===== src/rtl/sign_run_counter.sv =====
// Measures runs of consecutive sign-high cycles and hands runs of at least
// RUN_MIN cycles to a one-deep valid/ready output slot, counting loaded events.
module sign_run_counter #(
  parameter int RUN_MIN = 4,
  parameter int CNT_W   = 16
) (
  input  logic             clk,
  input  logic             rst_n,
  input  logic             sign,
  input  logic             clr,
  output logic             evt_valid,
  input  logic             evt_ready,
  output logic [7:0]       evt_len,
  output logic [CNT_W-1:0] evt_cnt,
  output logic             ovf
);

  typedef enum logic {IDLE = 1'b0, RUN = 1'b1} state_e;

  localparam logic [7:0] RunMinL = 8'(RUN_MIN);

  state_e             state_q, state_d;
  logic [7:0]         run_len_q, run_len_d;
  logic               evt_valid_q, evt_valid_d;
  logic [7:0]         evt_len_q, evt_len_d;
  logic [CNT_W-1:0]   evt_cnt_q, evt_cnt_d;
  logic               ovf_q, ovf_d;
  logic               qual;
  logic               slot_free;

  // A run ends on the first low sample; its length is the pre-edge count.
  assign qual      = (state_q == RUN) && !sign && (run_len_q >= RunMinL);
  assign slot_free = !evt_valid_q || evt_ready;

  always_comb begin
    state_d     = state_q;
    run_len_d   = run_len_q;
    evt_valid_d = evt_valid_q;
    evt_len_d   = evt_len_q;
    evt_cnt_d   = evt_cnt_q;
    ovf_d       = ovf_q;

    case (state_q)
      IDLE: begin
        if (sign) begin
          state_d   = RUN;
          run_len_d = 8'd1;
        end else begin
          run_len_d = 8'd0;
        end
      end
      RUN: begin
        if (sign) begin
          if (run_len_q != 8'hFF) run_len_d = run_len_q + 8'd1;
        end else begin
          state_d   = IDLE;
          run_len_d = 8'd0;
        end
      end
      default: begin
        state_d   = IDLE;
        run_len_d = 8'd0;
      end
    endcase

    // A transfer on the same edge frees the slot for the new record.
    if (qual && slot_free) begin
      evt_valid_d = 1'b1;
      evt_len_d   = run_len_q;
      evt_cnt_d   = evt_cnt_q + 1'b1;
    end else if (qual) begin
      ovf_d = 1'b1;
    end else if (evt_valid_q && evt_ready) begin
      evt_valid_d = 1'b0;
    end

    if (clr) begin
      state_d     = IDLE;
      run_len_d   = 8'd0;
      evt_valid_d = 1'b0;
      evt_len_d   = 8'd0;
      evt_cnt_d   = '0;
      ovf_d       = 1'b0;
    end
  end

  always_ff @(posedge clk or negedge rst_n) begin
    if (!rst_n) begin
      state_q     <= IDLE;
      run_len_q   <= 8'd0;
      evt_valid_q <= 1'b0;
      evt_len_q   <= 8'd0;
      evt_cnt_q   <= '0;
      ovf_q       <= 1'b0;
    end else begin
      state_q     <= state_d;
      run_len_q   <= run_len_d;
      evt_valid_q <= evt_valid_d;
      evt_len_q   <= evt_len_d;
      evt_cnt_q   <= evt_cnt_d;
      ovf_q       <= ovf_d;
    end
  end

  assign evt_valid = evt_valid_q;
  assign evt_len   = evt_len_q;
  assign evt_cnt   = evt_cnt_q;
  assign ovf       = ovf_q;

endmodule


===== config.mk =====
export PLATFORM = sky130hd
export DESIGN_NAME = sign_run_counter
export DESIGN_NICKNAME = d
export VERILOG_FILES = /design/src/rtl/sign_run_counter.sv
export SDC_FILE = /design/constraint.sdc
export NUM_CORES = 1
export LEC_CHECK = 0
export CORE_MARGIN = 5
export CORE_UTILIZATION = 52
export CTS_BUF_LIST = sky130_fd_sc_hd__clkbuf_8 sky130_fd_sc_hd__clkbuf_16
export CTS_CLUSTER_DIAMETER = 30
export CTS_CLUSTER_SIZE = 20
export DETAILED_ROUTE_END_ITERATION = 6
export PLACE_DENSITY = 0.79
export SLEW_MARGIN = 20
export SYNTH_ARGS = -nofsm -noshare
export SYNTH_HDL_FRONTEND = slang
export SYNTH_SLANG_ARGS = --single-unit

===== constraint.sdc =====
create_clock -name clk -period 2.4 [get_ports clk]
set_input_delay 0.48 -clock clk [delete_from_list [all_inputs] [get_ports clk]]
set_output_delay 0.48 -clock clk [all_outputs]
set_load 0.005 [all_outputs]

==> key figures, run 1 <==
Run status
  – Outcome: completed

Pwr
  – Clock share of power: 37.5%
  – Sw frac: 21.49%
  – Internal power: 793.2 uW
  – P_sw: 217.1 uW
  – Combinational share of power: 3.6%
  – VDD IR-drop max: 0.3967 mV
  – PnR Total Power: 1010 uW
  – Lkg Pwr: 0.0008970 uW
  – PwrDens: 454.1 nW/um^2
  – Sequential power share: 58.9%

GRT
  – Initial antenna violation count: 0
  – Largest net degree at the start of global routing: 36
  – GRT Total Usage: 19.46%
  – Total grt overflow: 0
  – Vias in the first global route: 1,483
  – First-pass GRT wire length: 6.734 mm

Setup path
  – CP required: 2.61 ns
  – Critical Path Sink Type: flop
  – Worst-case reg-to-reg path depth: 4
  – Setup CP Type: in2reg
  – Critical Path AT: 2.26 ns
  – R2r setup slk: 0.44 ns
  – Reg2reg end: evt_cnt[14]
  – CP max FO: 14
  – Worst r2r src: evt_cnt[3]
  – Startpoint Class: primary input

Final layout
  – FF+latch area: 875.8 sq um
  – Util after Layout: 66.67%
  – Most common cell after layout, fill and taps aside: dfrtp_1
  – Total Nets Final: 220
  – Fraction of layout cells with a size suffix above 1: 9.005%
  – Cell area after layout: 2225 sq um
  – Multi-input gate area: 847.1 sq um
  – Commonest cells after routing, fill and taps aside: dfrtp_1 (35), clkdlybuf4s50_1 (30), nor2_1 (17), a21oi_1 (14), mux2i_1 (11)
  – Area Overhead vs Synth: 25.03%
  – Fillers: 279
  – N_diodes: 0

Synth
  – Multiplexer share of the synthesized area: 7.454%
  – Synth Warn #: 0
  – Simple-Gate Fraction of Synth Area: 22.50%
  – Mapped Avg Cell Area: 10.11 sq um
  – Synth cell types: 40
  – Synth area leader: dfrtp_1
  – Number of synthesized flops with an enable pin: 0
  – Mapped cell area: 1779 sq um
  – Synth Register Bits: 35
  – Top cells by area, synth: dfrtp_1 (49%), mux2i_1 (6.2%), a21oi_1 (3.9%)
  – Post-Synth XOR/XNOR Area: 0.9845%
  – Post-synthesis compound-gate area fraction: 14.28%
  – Post-Synthesis Cells: 176
  – Main combinational cell family by area after synthesis: simple AND/OR/NAND/NOR gates
  – Post-Synth Adder-Cell Area: 2.110%
  – Sequential area share after synthesis: 49.23%
  – Mapped Nets: 184
  – Top FF cell, synth: dfrtp_1
  – Post-synth ARST share: 100.0%
  – Synth top area share: 49.23%

Flow run
  – Max Cap Viol: 0

CTS
  – Clock slew seen by the registers of the worst setup and hold paths: 0.06 ns
  – H-Tree Depth: 2
  – CTS Buf Count: 5
  – Clock Root Buffer: clkbuf_8
  – PostCTS Resize Cnt: 0
  – CTS sink count: 35
  – CTS tree: built
  – Clock latency on the worst-skew pair: 0.28 ns
  – Post-CTS setup buffer count: 0
  – Max Root-Sink Buffers: 2
  – Post-CTS Hold Fix Bufs: 0

Floorplanning
  – Die Area: 4692 sq um
  – Top Ports: 31
  – Die X: 68.50 um
  – Core Area: 3337 sq um
  – Initial core utilization: 53.32%
  – Core Rows: 21
  – Die height: 68.50 um

Hold path
  – Worst Min Path Start: ovf
  – Hold Crit Endpoint: ovf
  – HP Class: reg2reg
  – WHS Path Cells: 2

Routing
  – WL/cell: 15.16 um
  – Total number of vias: 1,483
  – DRC Markers: 0
  – First-pass DRT Iterations: 4
  – Final WL: 3.897 mm
  – 1st-iter DRT viols: 130
  – Vias per inst: 5.770
  – Antenna-violating nets left: 0

Place
  – Placed Instance Area: 2152 sq um
  – Port Buffers: 30
  – Post-DP HPWL: 2.755 mm
  – Global placement routability congestion: 0.7925

Timing
  – Worst rel slew slack: 65.81%
  – Final period util: 85.41%
  – Clock skew: 0.003510 ns
  – Worst-Margin Slew: 0.5082 ns
  – Setup violations, final: 0
  – Setup TNS: 0 ns
  – Fmax: 487.8 MHz
  – Tmin final: 2.050 ns
  – Final hold vios: 0
  – Slew Viols, Final: 0
  – RSZ-0062 raised after global routing: false
==> power by group through the flow <==
stage	sequential (uW)	clock [uW]	combinational [uW]
after floorplan	605	0	13.8
after global placement	606	0	37.1
after detailed placement	606	0	37.6
after CTS	595	391	37.8
after global routing	595	424	42.1
final	595	378	36.7
==> worst max-delay path by stage <==
stage          startpoint          end  cells past startpoint
6_report        evt_ready  evt_cnt[14]                      5
5_1_grt         evt_ready  evt_cnt[14]                      5
4_1_cts         evt_ready  evt_cnt[14]                      5
3_5_place_dp    evt_ready  evt_cnt[14]                      5
3_3_place_gp    evt_ready  evt_cnt[10]                      5
2_1_floorplan        sign   evt_len[1]                      5
==> critical path: stages <==
cell	delay [ns]
clkdlybuf4s50_1	0.47
nor2b_1	0.06
or4_4	0.59
or4b_1	0.50
a21oi_1	0.16
==> cell usage after synthesis (3+ instances only) <==
cell type	instances
o31ai_1	6
dfrtp_1	35
buf_2	4
nor2b_1	5
or4_1	6
o211ai_1	3
and2_1	3
inv_1	5
o21ai_0	3
ha_1	3
mux2i_1	11
clkbuf_1	3
nand2b_1	3
nand3_1	5
a31oi_1	5
and3_1	3
a21oi_1	14
nor2_1	17
o41ai_1	3
or4b_1	3
nand4_1	4
nand2_1	9
==> final cells by class <==
cell class / count / area share [%]
clock buffer: 5 / 3.093
tap: 46 / 2.587
inverter: 5 / 0.8436
timing repair buffer: 37 / 15.86
clock inverter: 1 / 0.1687
multi-input combinational: 128 / 38.08
sequential: 35 / 39.37
==> registers in the layout (all words and copies together) (netlist names) <==
signal	cells
state_q	1
evt_len	8
ovf	1
evt_cnt	16
run_len_q	8
evt_valid	1
==> layer usage <==
metal	track usage [%]	share of wire, %	routed length, um
met1	22.85	42	1633
met4	8.189	1.2	46
met5	0	0	0
met2	33.02	51	1995
met3	5.673	5.7	221
==> kinds of logic after synthesis <==
family,count (synthesis)
flip-flops,35
multiplexers,13
buffers and inverters,13
XOR/XNOR,2
adder cells (fa/ha/maj),3
AO/OA/AOI/OAI,40
AND/OR/NAND/NOR,70
==> through the flow <==
| step | setup WS [ns] | hold slack, ns | cells |
|---|---|---|---|
| global placement | 0.1135 | 0.5031 | 251 |
| detailed placement | 0.06388 | 0.4981 | 251 |
| floorplan | 0.5772 | 0.1844 | 176 |
| CTS | 0.3549 | 0.5140 | 257 |
| finish | 0.3501 | 0.5073 | 257 |
| global route | 0.2992 | 0.5487 | 257 |
No activity file was read; power rests on OpenSTA's default activity.
==> run 2, diff against run 1 <==
- clock period: 2.4 -> 2 ns (I/O delays scaled with it)
==> key figures, run 2 (synthesized netlist as in run 1, its figures left out) <==
Pwr
  – PwrDens: 536.1 nW/um^2
  – Lkg Pwr: 0.0009564 uW
  – VDD IR-drop max: 0.5026 mV
  – P_sw: 282.3 uW
  – Internal power: 960.1 uW
  – Sw frac: 22.72%
  – Sequential power share: 57.5%
  – Combinational share of power: 3.7%
  – Clock share of power: 38.8%

Run status
  – Outcome: completed

Final layout
  – Area Overhead vs Synth: 30.24%
  – Fillers: 280
  – Most common cell after layout, fill and taps aside: dfrtp_1
  – Cell area after layout: 2317 sq um
  – Total Nets Final: 231
  – Util after Layout: 69.44%
  – Max reg flops: 16
  – N_diodes: 0
  – Commonest cells after routing, fill and taps aside: dfrtp_1 (34), clkdlybuf4s50_1 (30), buf_4 (18), nor2_1 (17), a21oi_1 (14)
  – Fraction of layout cells with a size suffix above 1: 14.29%

CTS
  – Post-CTS Hold Fix Bufs: 0
  – H-Tree Depth: 2
  – CTS sink count: 35
  – Clock Root Buffer: clkbuf_8
  – CTS Buf Count: 5
  – CTS tree: built
  – Clock slew seen by the registers of the worst setup and hold paths: 0.07 ns
  – Max Root-Sink Buffers: 2
  – Clock latency on the worst-skew pair: 0.29 ns

Floorplanning
  – Die Area: 4692 sq um
  – Core Rows: 21
  – Die height: 68.50 um
  – Initial core utilization: 53.32%
  – Die X: 68.50 um
  – Top Ports: 31
  – Core Area: 3337 sq um

Routing
  – Total number of vias: 1,534
  – Antenna-violating nets left: 0
  – Vias per inst: 5.681
  – Final WL: 4.201 mm
  – WL/cell: 15.56 um
  – First-pass DRT Iterations: 4
  – DRC Markers: 0
  – 1st-iter DRT viols: 172

Timing
  – Worst-Margin Slew: 0.4404 ns
  – Setup violations, final: 0
  – Fin Hold WS: 0.5179 ns
  – Final period util: 96.16%
  – Slew Viols, Final: 0
  – Final hold vios: 0
  – RSZ-0062 raised after global routing: true
  – Fmax: 520.0 MHz
  – Setup TNS: 0 ns
  – Clock skew: 0.003587 ns
  – Worst rel slew slack: 70.64%
  – Tmin final: 1.923 ns

GRT
  – Met3 Usage GRT: 5.186%
  – GRT Total Usage: 21.11%
  – Vias in the first global route: 1,579
  – First-pass GRT wire length: 7.293 mm
  – Met1 Track Usage GR: 24.90%
  – Largest net degree at the start of global routing: 36
  – Initial antenna violation count: 0
  – Total grt overflow: 0
  – Met2 Use GR: 36.71%
  – GRT busiest layer: met2

Setup path
  – Worst-case reg-to-reg path depth: 4
  – Critical path, cell by cell: nand4_2 > or4_4 > or4b_1 > a21oi_1
  – CP max FO: 10
  – Critical Path AT: 2.13 ns
  – Setup CP Type: reg2reg
  – Crit path buf inv count: 0
  – CP startpoint: evt_cnt[4]
  – Crit-path max cell delay: 0.57 ns
  – Critical Path Sink Type: flop
  – Worst r2r src: evt_cnt[4]
  – Reg2reg end: evt_cnt[14]
  – CP required: 2.21 ns
  – Startpoint Class: flop
  – R2r setup slk: 0.08 ns
  – Top delay family on crit path: simple AND/OR/NAND/NOR gates
  – Slowest cell on crit path: or4_4

Place
  – Post-DP HPWL: 2.939 mm
  – Global placement routability congestion: 0.8033
  – Placed Instance Area: 2212 sq um
  – Port Buffers: 30

Flow run
  – Max Cap Viol: 0

Hold path
  – HP Class: in2async
==> run 2: cell count changes in the layout (fill, tap and decap cells not counted), sizes merged <==
cell    previous run  this run
buf                7        18
clkinv             0         1
inv                6         7
==> run 2: stage by stage <==
stage	worst slack, ns	power (uW)	instances
2_1_floorplan	0.1808	742.8	176
4_1_cts	0.006262	1248	267
5_1_grt	-0.008946	1291	270
3_3_place_gp	-0.1940	773.2	259
3_5_place_dp	-0.2762	774.6	259
6_report	0.07688	1242	270
==> run 2: layer usage <==
metal	vias up	part of all wire, %	wire [um]
met5	-	0	0
met4	0	2.0	82
met3	10	5.5	233
met2	44	51	2136
met1	736	42	1748
li1	744	-	-
==> run 2: worst max-delay path by stage <==
stage	endpoint	slack, ns	cells past startpoint
final	evt_cnt[14]	0.08	4
after global routing	evt_cnt[14]	-0.009	4
after CTS	evt_cnt[14]	0.006	5
after detailed placement	evt_cnt[10]	-0.28	6
after global placement	evt_cnt[10]	-0.19	5
after floorplan	evt_cnt[13]	0.18	5
==> run 2: final cells by class <==
| class | count | area (sq um) | share of cell area [%] |
|---|---|---|---|
| clock inverters | 3 | 12.51 | 0.5400 |
| well taps | 46 | 57.56 | 2.484 |
| inverters | 5 | 18.77 | 0.8099 |
| flip-flops and latches | 35 | 877.1 | 37.85 |
| repair buffers | 48 | 435.4 | 18.79 |
| multi-input cells | 128 | 847.1 | 36.56 |
| clock buffers | 5 | 68.82 | 2.970 |
==> run 2: power groups by stage <==
stage | clock network [uW] | registers, uW | logic [uW]
after floorplan | 0 | 726 | 16.5
after global placement | 0 | 727 | 46.1
after detailed placement | 0 | 727 | 47.4
after CTS | 486 | 714 | 47.5
after global routing | 524 | 714 | 53.3
final | 482 | 714 | 46.1
==> run 2: repair_timing <==
| action | in CTS | in global routing |
|---|---|---|
| resized for setup | 0 | 1 |
| buffers inserted | 0 | 3 |
| setup endpoints to repair | 0 | 3 |
==> edit 1: new RTL, config.mk and constraints of run 1 <==
`CNT_W`: 16 -> 18.
--- a/src/rtl/sign_run_counter.sv
+++ b/src/rtl/sign_run_counter.sv
@@ -4,3 +4,3 @@
   parameter int RUN_MIN = 4,
-  parameter int CNT_W   = 16
+  parameter int CNT_W   = 18
 ) (
Ports: changed (resized evt_cnt); port bits go from 31 to 33. The function was not compared with the original's and may differ.
==> edit 1 against run 1 <==
  * Via count up 3.4%
  * Sequential share of layout area down 1.8 points
  * Final area up 11%
  * Sequential power up 5.4%
  * Routed wire length up 2.7%
  * Synthesized area up 13%
  * Sequential cell count up 2
  * Largest power group unchanged
  * Power up 6.4%
  * Highest routed layer unchanged
  * Synthesized cell count up 10%
  * Setup slack better by 0.078 ns
  * Combinational power up 5%
==> edit 1: results (changes against run 1) <==
| Metric | Value |
|---|---|
| Status | complete, no violations (unchanged) |
| CP Max Fanout | 18 (was 14) |
| Register area share after synthesis | 0.459 (was 0.492) |
| Post-DP Area | 2380 µm² (was 2150 µm²) |
| Syn_nets | 202 (was 184) |
| Hold WC Path Type | in2async (was reg2reg) |
| GRT Total Usage | 0.171 (was 0.195) |
| R2r setup slk | 0.54 ns (was 0.44 ns) |
| Distinct cells, synth | 38 (was 40) |
| Worst EP arrival | 2.14 ns (was 2.26 ns) |
| Largest net degree at the start of global routing | 38 (was 36) |
| Fraction of layout cells with a size suffix above 1 | 0.132 (was 0.0900) |
| Setup Slack @ Placement | 0.126 ns (was 0.0639 ns) |
| Peak VDD IR | 0.355 mV (was 0.397 mV) |
| Global-route wire length before repair | 7110 µm (was 6730 µm) |
| Iteration-0 DRC Markers | 140 (was 130) |
| Vias in the first global route | 1523 (was 1483) |
| Fillers | 303 (was 279) |
| Relative slew slack | 0.464 (was 0.658) |
| Clock Skew | 0.00476 ns (was 0.00351 ns) |
| Placed insts | 268 (was 251) |
| Synth area leaders | dfrtp_1, mux2i_1, nor2_1, nor4_4, nor2b_1 (was dfrtp_1, mux2i_1, a21oi_1, nor2_1, o31ai_1) |
| Mapped Avg Cell Area | 10.4 µm² (was 10.1 µm²) |
| Final wirelength | 4000 µm (was 3900 µm) |
| RD Place Congestion | 0.747 (was 0.793) |
| Largest register FFs | 18 (was 16) |
[edit 1: changes by cell type after synthesis, sizes merged, moves of 4 or more]
| cell | run 1 | this run |
|---|---|---|
| nand3 | 5 | 9 |
| nor4 | 2 | 6 |
| buf | 5 | 9 |
| mux2 | 2 | 9 |
| nor2 | 17 | 29 |
| nor2b | 5 | 11 |
| a31oi | 5 | 1 |
[edit 1: path summary, 6_finish.rpt]
check	start	to	depth (start not counted)
worst max-delay path	sign	evt_cnt[10]	5
worst min-delay path	rst_n	evt_cnt[17]	1
worst max register to register	evt_cnt[2]	evt_cnt[10]	4
worst min register to register	state_q	run_len_q[0]	1
max in group asynchronous	rst_n	evt_len[5]	1
min in group clk	state_q	run_len_q[0]	1
[edit 1: area by class of cell]
cell class / count / area, µm² / area share
clock buffers: 5 / 68.8 / 0.0279
clock inverters: 3 / 13.8 / 0.00558
inverters: 3 / 11.3 / 0.00457
multi-input cells: 143 / 1020 / 0.414
flip-flops and latches: 37 / 926 / 0.376
well taps: 48 / 60.1 / 0.0244
repair buffers: 37 / 365 / 0.148
[edit 1: logic make-up after synthesis]
logic type | after synthesis | share of synthesized area
flip-flops | 37 | 0.459
AO/OA/AOI/OAI | 26 | 0.0931
buffers and inverters | 14 | 0.0354
multiplexers | 20 | 0.110
adder cells (fa/ha/maj) | 3 | 0.0186
AND/OR/NAND/NOR | 91 | 0.270
XOR/XNOR | 3 | 0.0130
[edit 1: stage by stage]
step           hold slack (ns)   util
2_1_floorplan            0.184      -
3_3_place_gp             0.480  0.641
3_5_place_dp             0.485  0.641
4_1_cts                  0.306  0.663
5_1_grt                  0.363  0.663
6_report                 0.278  0.663
[edit 1: worst max-delay path, stage by stage]
cell and delay (ns):
clkdlybuf4s50_1 0.41, nand2b_1 0.21, a21o_4 0.29, nor4_1 0.37, mux2_2 0.37
[edit 1: power breakdown]
part | leakage (nW) | internal [mW] | switching, mW | total [mW]
clock network | 0.0491 | 0.197 | 0.213 | 0.410
registers | 0.515 | 0.625 | 0.00196 | 0.627
logic | 0.462 | 0.0112 | 0.0272 | 0.0384
[edit 1: per-layer routing]
| layer | vias up | global-route usage | part of all wire |
|---|---|---|---|
| li1 | 758 | - | - |
| met1 | 740 | 0.225 | 0.45 |
| met2 | 31 | 0.270 | 0.48 |
| met3 | 5 | 0.0443 | 0.050 |
| met4 | 0 | 0.0668 | 0.014 |
| met5 | - | 0 | 0 |
==> edit 2: new RTL, settings of run 1 <==
Made on the original files. Make the reset (`rst_n`) synchronous in one clocked block.
--- a/src/rtl/sign_run_counter.sv
+++ b/src/rtl/sign_run_counter.sv
@@ -86,3 +86,3 @@
 
-  always_ff @(posedge clk or negedge rst_n) begin
+  always_ff @(posedge clk) begin
     if (!rst_n) begin
Formal check against the unedited RTL: differs if rst_n is asserted again (counterexample within 10 cycles, from zero or initial values and one cycle with rst_n low); with rst_n held inactive, the same outputs for 10 cycles.
==> edit 2 against run 1 <==
  * Routed wire length shrank 4.1%
  * Sequential cell count is the same
  * Largest cell class is now multi-input combinational cells
  * Synthesized area shrank 11%
  * Setup slack gained 0.028 ns
  * Count of clock-buffer cells in the layout is the same
  * Critical path type unchanged
  * Critical endpoint is now evt_cnt[13]
  * Global-route usage shrank 0.31 points
  * Power shrank 0.26%
  * Final area shrank 10%
==> edit 2: results (changes against run 1) <==
| Metric | Value |
|---|---|
| Status | complete, no violations (unchanged) |
| IO buf count | 30 (unchanged) |
| Distinct cells, synth | 36 (was 40) |
| Syn_nets | 189 (was 184) |
| Worst-Margin Slew | 0.686 ns (was 0.508 ns) |
| Reg2reg start | run_len_q[5] (was evt_cnt[3]) |
| Hold Crit Start | evt_len[1] (was ovf) |
| Nets@finish | 221 (was 220) |
| GRT Total Usage | 0.191 (was 0.195) |
| Fraction of layout cells with a size suffix above 1 | 0.0607 (was 0.0900) |
| Vias in the first global route | 1366 (was 1483) |
| Worst EP arrival | 2.24 ns (was 2.26 ns) |
| Post-Route M1 WL | 1480 µm (was 1630 µm) |
| Via count | 1495 (was 1483) |
| Final HPWL DP | 2730 µm (was 2760 µm) |
| Post-synth top cells | dfxtp_1, a21oi_1, nand2_1 (was dfrtp_1, nor2_1, a21oi_1) |
| Iteration-0 DRC Markers | 68 (was 130) |
| Post-DP Area | 1920 µm² (was 2150 µm²) |
| Fillers | 242 (was 279) |
| Crit path from | evt_ready (unchanged) |
| Global-route wire length before repair | 6240 µm (was 6730 µm) |
| Post-synth ARST share | 0 (was 1.00) |
| Top FF cell, synth | dfxtp_1 (was dfrtp_1) |
| YS warnings | 0 (unchanged) |
| RD Place Congestion | 0.864 (was 0.793) |
| Met3 WL | 238 µm (was 221 µm) |
| Largest stage delay on the critical path | 0.62 ns (was 0.59 ns) |
| Met2 wire len | 1910 µm (was 2000 µm) |
| R2R Path End | evt_cnt[13] (was evt_cnt[14]) |
| Initial antenna violation count | 0 (unchanged) |
| Leakage power | 0.604 nW (was 0.897 nW) |
| Largest net degree at the start of global routing | 19 (was 36) |
| Hold endpoint | evt_len[1] (was ovf) |
| R2r setup slk | 0.62 ns (was 0.44 ns) |
| Final wirelength | 3740 µm (was 3900 µm) |
| Critical-path top delay cell | or4_1 (was or4_4) |
| Synth area leaders | dfxtp_1, a21oi_1, mux2i_1, o31ai_1, or4_1 (was dfrtp_1, mux2i_1, a21oi_1, nor2_1, o31ai_1) |
| Clock Skew | 0.00457 ns (was 0.00351 ns) |
| Peak VDD IR | 0.366 mV (was 0.397 mV) |
| CP Max Fanout | 11 (was 14) |
==> edit 2: changes by cell type in the layout (fill, tap and decap cells not counted), moves of 4 or more <==
cell	delta
mux2i_1	-4
o21ai_0	+6
nand3_1	+7
nand2_1	+4
a31oi_1	-4
dfxtp_1	+35
dfrtp_1	-35
nor2_1	-5
==> edit 2: tightest hold or removal path, delay by kind of cell (launching register included) <==
kind	cells	cell delay, ns
DFF	1	0.31
AOI/OAI and AO/OA	1	0.06
and+or+nand+nor	1	0.05
==> edit 2: through the flow <==
stage / setup slack, ns / hold slack [ns] / std cells / total power, mW
after global placement: 0.193 / 0.452 / 239 / 0.619
after floorplan: 0.650 / 0.440 / 181 / 0.609
final: 0.378 / 0.462 / 247 / 1.01
after detailed placement: 0.0907 / 0.461 / 239 / 0.620
after CTS: 0.395 / 0.470 / 247 / 1.02
after global routing: 0.294 / 0.499 / 247 / 1.05
==> edit 2: cell families (layout without fill, tap and decap cells) <==
group / after synthesis / after routing / share of synthesized area
AOI/OAI and AO/OA: 43 / 43 / 0.169
xor gates and xnor gates: 4 / 4 / 0.0221
adders and majority gates: 3 / 3 / 0.0237
buffers and inverters: 15 / 48 / 0.0379
DFF: 35 / 35 / 0.443
muxes: 7 / 7 / 0.0443
and+or+nand+nor: 74 / 74 / 0.260
==> edit 2: metal layers <==
| metal | up-vias | GRT usage |
|---|---|---|
| met5 | - | 0 |
| met1 | 704 | 0.196 |
| met2 | 50 | 0.345 |
| li1 | 729 | - |
| met3 | 12 | 0.0632 |
| met4 | 0 | 0.0959 |
==> edit 2: power breakdown <==
group / total (mW) / leakage [nW] / internal, mW / switching, mW
Sequential: 0.583 / 0.282 / 0.582 / 0.00142
Combinational: 0.0236 / 0.271 / 0.0104 / 0.0131
Clock: 0.401 / 0.0505 / 0.195 / 0.206
==> edit 2: worst max-delay path by stage <==
stage | endpoint | slack, ns | depth (start not counted)
floorplan | evt_cnt[11] | 0.65 | 5
global placement | evt_cnt[11] | 0.19 | 5
detailed placement | evt_cnt[13] | 0.09 | 5
CTS | evt_cnt[13] | 0.39 | 5
global route | evt_cnt[15] | 0.29 | 5
finish | evt_cnt[13] | 0.38 | 5
==> edit 2: cell type report <==
cell class	instances	share of cell area
multi-input combinational	131	0.411
sequential	35	0.350
timing repair buffer	35	0.169
clock buffer	5	0.0344
tap	33	0.0206
inverter	5	0.00938
clock inverter	3	0.00625
